$ cat config.mk
export PLATFORM = sky130hd
export DESIGN_NAME = mem_arbiter_nch
export DESIGN_NICKNAME = d
export VERILOG_FILES = /design/src/rtl/mem_arbiter_nch.sv
export SDC_FILE = /design/constraint.sdc
export NUM_CORES = 1
export LEC_CHECK = 0
export ABC_AREA = 1
export CORE_MARGIN = 5
export CORE_UTILIZATION = 54
export DETAILED_ROUTE_END_ITERATION = 6
export PLACE_DENSITY = 0.83
export RECOVER_POWER = 50
export REMOVE_ABC_BUFFERS = 1
export SETUP_SLACK_MARGIN = 0.2
export SLEW_MARGIN = 20
export SYNTH_ARGS = -nofsm -noshare
export SYNTH_HDL_FRONTEND = slang
export SYNTH_SLANG_ARGS = --single-unit
$ cat constraint.sdc
create_clock -name clk -period 5.15 [get_ports clk]
set_input_delay 1.03 -clock clk [delete_from_list [all_inputs] [get_ports clk]]
set_output_delay 1.03 -clock clk [all_outputs]
set_load 0.01 [all_outputs]
$ cat src/rtl/mem_arbiter_nch.sv
// mem_arbiter_nch: N-channel arbiter onto a byte-wide synchronous RAM/IO bus.
// Multi-byte little-endian reads/writes, fixed or round-robin priority, flush.
module mem_arbiter_nch #(
    parameter int                NUM_CH     = 3,
    parameter int                ADDR_W     = 32,
    parameter int                DATA_BYTES = 4,
    parameter bit                RR_MODE    = 1'b0,
    parameter logic [ADDR_W-1:0] IO_BASE    = 'h30000,
    localparam int               CW = (NUM_CH > 1) ? $clog2(NUM_CH) : 1,
    localparam int               DW = 8 * DATA_BYTES
) (
    input  logic                     clk,
    input  logic                     rst,
    input  logic                     rdy,
    input  logic                     clear,
    input  logic                     io_buffer_full,
    input  logic [NUM_CH-1:0]        ch_req,
    input  logic [NUM_CH-1:0]        ch_we,
    input  logic [NUM_CH-1:0]        ch_sign,
    input  logic [NUM_CH*ADDR_W-1:0] ch_addr,
    input  logic [NUM_CH*3-1:0]      ch_size,
    input  logic [NUM_CH*DW-1:0]     ch_wdata,
    output logic [NUM_CH-1:0]        ch_ack,
    output logic [DW-1:0]            rdata,
    output logic                     busy,
    output logic [CW-1:0]            cur_ch,
    output logic [ADDR_W-1:0]        mem_a,
    output logic [7:0]               mem_dout,
    output logic                     mem_wr,
    input  logic [7:0]               mem_din
);

    localparam int KW = $clog2(DATA_BYTES + 2);

    typedef enum logic [1:0] {
        IDLE,
        READ,
        WRITE
    } state_t;

    state_t                        state;
    logic [KW-1:0]                 cnt;
    logic [KW-1:0]                 sz;
    logic [ADDR_W-1:0]             base;
    logic [DW-1:0]                 wbuf;
    logic [DATA_BYTES-1:0][7:0]    rbuf;
    logic                          sgn;
    logic [CW-1:0]                 ptr;

    logic [NUM_CH-1:0]             elig;
    logic [CW-1:0]                 win;
    logic                          win_ok;
    logic [ADDR_W-1:0]             w_addr;
    logic [2:0]                    w_size;
    logic [DW-1:0]                 w_wdata;
    logic [KW-1:0]                 ie;
    logic [KW-1:0]                 sz1;
    logic [DATA_BYTES-1:0][7:0]    asm_b;
    logic                          msb;
    logic [DW-1:0]                 rfinal;

    // Sizes other than 1/2/4 that fit the bus collapse to the full width.
    function automatic logic [KW-1:0] legal_size(input logic [2:0] s);
        if ((s == 3'd1 || s == 3'd2 || s == 3'd4) && int'(s) <= DATA_BYTES)
            return KW'(s);
        return KW'(DATA_BYTES);
    endfunction

    assign w_addr  = ch_addr[int'(win)*ADDR_W +: ADDR_W];
    assign w_size  = ch_size[int'(win)*3 +: 3];
    assign w_wdata = ch_wdata[int'(win)*DW +: DW];
    assign ie      = cnt + KW'(1);
    assign sz1     = sz + KW'(1);

    // Eligible requesters: IO-space writes are held back while the UART is full.
    always_comb begin
        elig = '0;
        for (int i = 0; i < NUM_CH; i++) begin
            elig[i] = ch_req[i] & ~(ch_we[i] & io_buffer_full &
                      (ch_addr[i*ADDR_W +: ADDR_W] >= IO_BASE));
        end
    end

    // Winner pick: lowest index, or first eligible after the rotating pointer.
    always_comb begin
        win    = '0;
        win_ok = 1'b0;
        for (int i = 0; i < NUM_CH; i++) begin
            if (RR_MODE) begin
                if (!win_ok && elig[(int'(ptr) + 1 + i) % NUM_CH]) begin
                    win    = CW'((int'(ptr) + 1 + i) % NUM_CH);
                    win_ok = 1'b1;
                end
            end else if (!win_ok && elig[i]) begin
                win    = CW'(i);
                win_ok = 1'b1;
            end
        end
    end

    // Final read word: last byte comes straight from the bus, then extend.
    always_comb begin
        asm_b  = rbuf;
        msb    = 1'b0;
        rfinal = '0;
        for (int b = 0; b < DATA_BYTES; b++) begin
            if (b == int'(sz) - 1) begin
                asm_b[b] = mem_din;
                msb      = mem_din[7];
            end
        end
        for (int b = 0; b < DATA_BYTES; b++) begin
            rfinal[8*b +: 8] = (b < int'(sz)) ? asm_b[b] : {8{sgn & msb}};
        end
    end

    // Arbitration and bus sequencing FSM with registered outputs.
    always_ff @(posedge clk or negedge rst) begin
        if (!rst) begin
            state    <= IDLE;
            cnt      <= '0;
            sz       <= '0;
            base     <= '0;
            wbuf     <= '0;
            rbuf     <= '0;
            sgn      <= 1'b0;
            ptr      <= CW'(NUM_CH - 1);
            ch_ack   <= '0;
            rdata    <= '0;
            busy     <= 1'b0;
            cur_ch   <= '0;
            mem_a    <= '0;
            mem_dout <= '0;
            mem_wr   <= 1'b0;
        end else if (rdy) begin
            ch_ack <= '0;
            unique case (state)
                IDLE: begin
                    if (win_ok && !clear) begin
                        busy   <= 1'b1;
                        cur_ch <= win;
                        mem_a  <= w_addr;
                        base   <= w_addr;
                        cnt    <= '0;
                        sz     <= legal_size(w_size);
                        wbuf   <= w_wdata;
                        sgn    <= ch_sign[win];
                        if (RR_MODE)
                            ptr <= win;
                        if (ch_we[win]) begin
                            mem_wr   <= 1'b1;
                            mem_dout <= w_wdata[7:0];
                            state    <= WRITE;
                        end else begin
                            state <= READ;
                        end
                    end
                end
                READ: begin
                    if (clear) begin
                        busy  <= 1'b0;
                        state <= IDLE;
                    end else begin
                        cnt <= ie;
                        if (ie < sz)
                            mem_a <= base + ADDR_W'(ie);
                        for (int b = 0; b < DATA_BYTES; b++) begin
                            if (int'(ie) - 2 == b)
                                rbuf[b] <= mem_din;
                        end
                        if (ie == sz1) begin
                            rdata          <= rfinal;
                            ch_ack[cur_ch] <= 1'b1;
                            busy           <= 1'b0;
                            state          <= IDLE;
                        end
                    end
                end
                WRITE: begin
                    cnt <= ie;
                    if (ie < sz) begin
                        mem_a <= base + ADDR_W'(ie);
                        for (int b = 0; b < DATA_BYTES; b++) begin
                            if (int'(ie) == b)
                                mem_dout <= wbuf[8*b +: 8];
                        end
                    end else begin
                        mem_wr         <= 1'b0;
                        ch_ack[cur_ch] <= 1'b1;
                        busy           <= 1'b0;
                        state          <= IDLE;
                    end
                end
                default: state <= IDLE;
            endcase
        end
    end

endmodule
Yosys cells after proc, flatten, opt, wreduce, memory -nomap -nowiden:

Index checks and enable logic that the tools add are counted.

* bits in registers: 184
* logic and storage cells: 163
* input port bits: 223

* shift operators: 3
* bitwise operators: 14
* add/sub/neg operators: 5
* $lt $le $gt $ge: 12
* reduce and logical (&&, ||, !) cells: 27
* multiplexer cells: 62
* equal/unequal tests: 22
* multipliers: 1

Operators with widths (number)
* $shiftx A96 B8 Y32: 2
* $mux W8: 15
* $ge A32 B18 Y1 const B: 3
* $mux W32: 3
* $pmux W32 S3: 1
* $logic_not A32 Y1: 2
* $add A32 B3 Y32: 1
* $reduce_and A4 Y1: 7
* $mux W1: 21
* $mux W3: 7
* $pmux W8 S2: 1
* $mux W2: 6
* $and A1 B1 Y1: 10
* $ne A2 B2 Y1 const B: 5
* $reduce_and A5 Y1: 2
* $eq A3 B3 Y1 const B: 3
* $pmux W3 S3: 1
* $shiftx A9 B5 Y3: 1
* $eq A3 B4 Y1 const A: 2
* $eq A4 B3 Y1 const B: 2
* $add A3 B1 Y3 const B: 2
* $eq A3 B2 Y1 const B: 2
* $lt A1 B3 Y1 const A: 2
* $lt A2 B3 Y1 const A: 2
* other kinds (31): 43

Logic depth before layout (Yosys ltp):

* word-level depth: 22
* mapped depth: 15
* depth with buffers taken out: 15

Worst setup path before layout:

OpenSTA, ideal clock, no wires.

* kind: register to register
* start point: register cnt[0]
* end point: register mem_a[31]
* required time: 5085 ps
* period minus slack after synthesis: 2567 ps
* stages on the path, launching flop included: 16
* path slack: 2583 ps
* arrival time: 2502 ps
* cells stage by stage: dfrtp_1 > ha_1 > xnor2_4 > inv_1 > ha_1 > nand2_1 > o21ai_1 > inv_1 > nor2_2 > inv_1 > nor2_1 > nand2_1 > or2_0 > nand3_1 > nand3_1 > nand2_1

* cells in the longest elaborated chain, start to end: 5

RTL lines
* from (decl): RTL line 42 `logic [KW-1:0] cnt;`
* from (signal assigned): RTL line 164 `cnt <= ie;`
* from (signal assigned): RTL line 180 `cnt <= ie;`
* $add A3 B1 Y3 (*): RTL line 72 `assign ie = cnt + KW'(1);`
* $add A32 B3 Y32 or $lt A3 B3 Y1 (tied branches)
* $mux W32 (*): RTL line 165, 181
* $mux W32: RTL line 160 `if (clear) begin`
* $pmux W32 S3 (*): RTL line 137 `unique case (state)`
* to (signal assigned): RTL line 142 `mem_a <= w_addr;`
* to (signal assigned): RTL line 166 `mem_a <= base + ADDR_W'(ie);`
* to (signal assigned): RTL line 182 `mem_a <= base + ADDR_W'(ie);`
* to (decl): RTL line 27 `output logic [ADDR_W-1:0] mem_a,`

Every way passes the cells marked *; elsewhere a longest branch is shown, timed or not. The select of a mux whose other input is x is not followed.
A chain may end at the register's enable or synchronous reset.

Worst setup path after layout:

* start point: input ch_addr[16]
* end point: register sgn

* cells in the longest elaborated chain, start to end: 13

RTL lines
* from (decl): RTL line 20 `input logic [NUM_CH*ADDR_W-1:0] ch_addr,`
* $ge A32 B18 Y1 (*): RTL line 80 `(ch_addr[i*ADDR_W +: ADDR_W] >= IO_BASE));`
* $and A1 B1 Y1 (*): RTL line 79 `elig[i] = ch_req[i] & ~(ch_we[i] & io_buffer_full &`
* $not A1 Y1 (*): RTL line 79
* $and A1 B1 Y1 (*): RTL line 79
* $mux W1 (*): RTL line 94 `end else if (!win_ok && elig[i]) begin`
* $logic_not A1 Y1: RTL line 94
* $logic_and A1 B1 Y1: RTL line 94
* $mux W1: RTL line 94
* $logic_not A1 Y1: RTL line 94
* $logic_and A1 B1 Y1: RTL line 94
* $mux W2 or $mux W1 (tied branches): RTL line 94
* $bmux W1 S2 or $logic_and A1 B1 Y1 (tied branches): RTL line 147, 139
* $mux W1 (implied by the code) or $reduce_and A3 Y1 (tied branches)
* to (signal assigned): RTL line 147 `sgn <= ch_sign[win];`
* to (decl): RTL line 47 `logic sgn;`

Marks and branches as above.

==> results.tsv <==
stage	metric	value	unit
cells_and_area	fin_nets	2075	
routing	dr.pass1.iters	6	
clocking	clock_latency	450	ps
cells_and_area	fin_cells	2116	
yosys	yosysWarnings	0	
routing	vias_per_cell	5.615	
placement	gp_congestion	0.9418	
status	failed_checks	capacitance limit, slew limit	
sta	fin_skew	14.33	ps
worst_hold_path	hp-class	flip-flop to flip-flop	
flow_run	cap_violations	1	
grt	grt_pass1_vias	11470	
sta	setup_viol	0	
status	status	finished with violations	
sta	totalNegativeSetupSlack	0	ps
setup_path	required	5450	ps
die	dieArea	24540	um^2
power	power.density	497.8	nW/um^2
clocking	cts_resized	0	
sta	period_share	72.41	%
clocking	cts-root-buf	clkbuf_16	
sta	min_period	3729	ps
setup_path	cp_max_fo	38	
clocking	cts-hold-fix-buffers	0	
worst_hold_path	min_delay_worst_endpoint	mem_a[30]$_DFFE_PN0P_	
setup_path	worstRegToRegCells	11	
die	num_rows	53	
sta	max_freq	0.2682	GHz
placement	io_buffers	301	
clocking	htree_levels	4	
yosys	ys_ff_latch	184	
die	initial_core_util	55.08	%
clocking	cts.clk_slew.worst_paths	80	ps
routing	vias	11880	
cells_and_area	final_cell_area	15240	um^2
grt	track_usage	30.46	%
die	core	21090	um^2
yosys	synth_area_leaders	dfrtp_1 40%, nand2_1 14%, nand3_1 7.5%	
yosys	yosysTopAreaCell	dfrtp_1	
sta	grt_setup_unrepaired	no	
power	p_leak	7.122	nW
die	ios	302	
cells_and_area	area_delta_synth_final	31.22	%
setup_path	r2r-end	rdata[17]$_DFFE_PN0P_	
yosys	syn_area_per_cell	7.361	um^2
grt	antenna_found_initial	1	
setup_path	crit_type	input port to flip-flop	
sta	finalHoldViolCount	0	
placement	hpwl	28.28	mm
die	die_x	156.7	um
yosys	postSynthCellCount	1578	
cells_and_area	final_cell_mix	418 x nand2_1, 261 x clkdlybuf4s50_1, 184 x dfrtp_1	
yosys	ys_types	48	
setup_path	crit_path_start_kind	input port	
worst_hold_path	holdPathStages	2	
cells_and_area	multi_input_area	6001	um^2
routing	wl_per_cell	17.83	um
placement	placed_area	14620	um^2
worst_hold_path	hold_start	mem_a[30]$_DFFE_PN0P_	
routing	drt_iter0_drc	952	
grt	grt.overflow.total	0	
cells_and_area	mostFrequentLayoutCell	nand2_1	
clocking	postCtsSetupBuffers	0	
cells_and_area	seq_area	4604	um^2
cells_and_area	num-fill-cells	1717	
yosys	syn_area	11610	um^2
clocking	cts.sink_count	184	
yosys	synth_top_area_share	39.64	%
setup_path	rr_startpoint	sz[0]$_DFFE_PN0P_	
routing	drc	0	
setup_path	rrSetupSlack	1690	ps
cells_and_area	drive_gt1_share	7.120	%
routing	final_antenna_net_count	0	
clocking	numCtsBuffers	17	
setup_path	cp-end-kind	flip-flop	
routing	wl	37.74	mm
clocking	cts_tree	yes	
die	die_height	156.7	um
grt	grt_pass1_wl	59.65	mm
power	peakVddDrop	0.0002570	V
sta	final_max_slew_viol_count	126	
clocking	clockBufferDepth	2	
sta	worstMarginPinSlew	3081	ps
grt	grt_max_degree	126	
sta	slew_headroom	-105.4	%
placement	dp_cells	2083	
setup_path	cp.arrival	4030	ps
yosys	ys_seq_area_share	39.64	%
## power by group
group	internal [mW]	leakage, nW	switching [mW]	total, mW
sequential	2.06	2.25	0.461	2.52
combinational	1.49	4.56	2.17	3.66
clock	0.751	0.309	0.654	1.40
total	4.30	7.12	3.28	7.59
## routing by layer
layer  vias up  track usage (%)  wire length (um)
met5         -                0                 0
met4         0            7.810               722
met3        54            6.886              3093
met2       511            50.25             18030
met1      5589            40.89             15890
li1       5728                -                 -
## Yosys cell counts (all sizes together)
cell / number
a31oi: 38
nand4: 9
nor3: 15
nand3b: 1
nor2b: 1
nand3: 177
and2: 1
buf: 59
a21oi: 75
xnor2: 4
xor2: 14
inv: 145
ha: 24
clkinv: 1
nor3b: 1
nor2: 126
dfrtp: 184
o21ai: 139
a21o: 1
a21boi: 25
o31ai: 1
or2: 31
clkbuf: 24
fa: 1
o211ai: 53
nor4: 5
nand2: 423
## worst max path at each step
stage / from / to / slack [ps]
3_5_place_dp: ch_addr[16] / sgn$_DFFE_PN0P_ / 990
5_1_grt: rst / base[14]$_DFFE_PN0P_ / 890
6_report: ch_addr[16] / sgn$_DFFE_PN0P_ / 1420
3_3_place_gp: ch_addr[16] / sgn$_DFFE_PN0P_ / 1150
2_1_floorplan: ch_addr[17] / mem_dout[0]$_DFFE_PN0P_ / -1290
4_1_cts: ch_addr[16] / sgn$_DFFE_PN0P_ / 1430
## cell type report
type                            count  area share, %
Multi-Input combinational cell   1165          39.37
Sequential cell                   184          30.21
Timing Repair Buffer              313          20.39
Inverter                          146          3.604
Clock buffer                       18          2.816
Tap cell                          275          2.258
Clock inverter                     14          1.330
Antenna cell                        1        0.01642
## flip-flops by register name, indices dropped and copies added, names as in the netlist
| signal | cells |
|---|---|
| mem_dout | 8 |
| mem_a | 32 |
| ch_ack | 3 |
| cur_ch | 2 |
| sgn | 1 |
| wbuf | 32 |
| sz | 3 |
| busy | 1 |
| state | 2 |
| cnt | 3 |
| rdata | 32 |
| rbuf | 32 |
| base | 32 |
| mem_wr | 1 |
## per-stage QoR
stage / hold WS (ps) / power [mW] / setup slack (ps) / util, %
2_1_floorplan: 453.0 / 4.643 / -1293 / -
3_3_place_gp: 461.7 / 6.078 / 1148 / 69.31
3_5_place_dp: 466.0 / 6.183 / 986.8 / 69.31
4_1_cts: 483.3 / 7.620 / 1435 / 72.30
5_1_grt: 498.6 / 8.128 / 889.8 / 72.27
6_report: 479.0 / 7.587 / 1421 / 72.27
## cell families after synthesis
family	synth area share, %
AO/OA/AOI/OAI	17.89
adder cells (fa/ha/maj)	2.758
AND/OR/NAND/NOR	29.24
flip-flops	39.64
buffers and inverters	8.887
XOR/XNOR	1.584
## critical path, stage by stage
cell and delay (ps):
clkdlybuf4s50_1 510, nand2_1 70, nand2_1 60, nor2_1 40
nand2_1 50, nand2_1 50, nand2_2 320, nand3_2 200
nand2_2 430, clkinv_2 520, buf_4 430, o211ai_1 140
o21ai_0 120
Power figures use the tool's default switching activity.
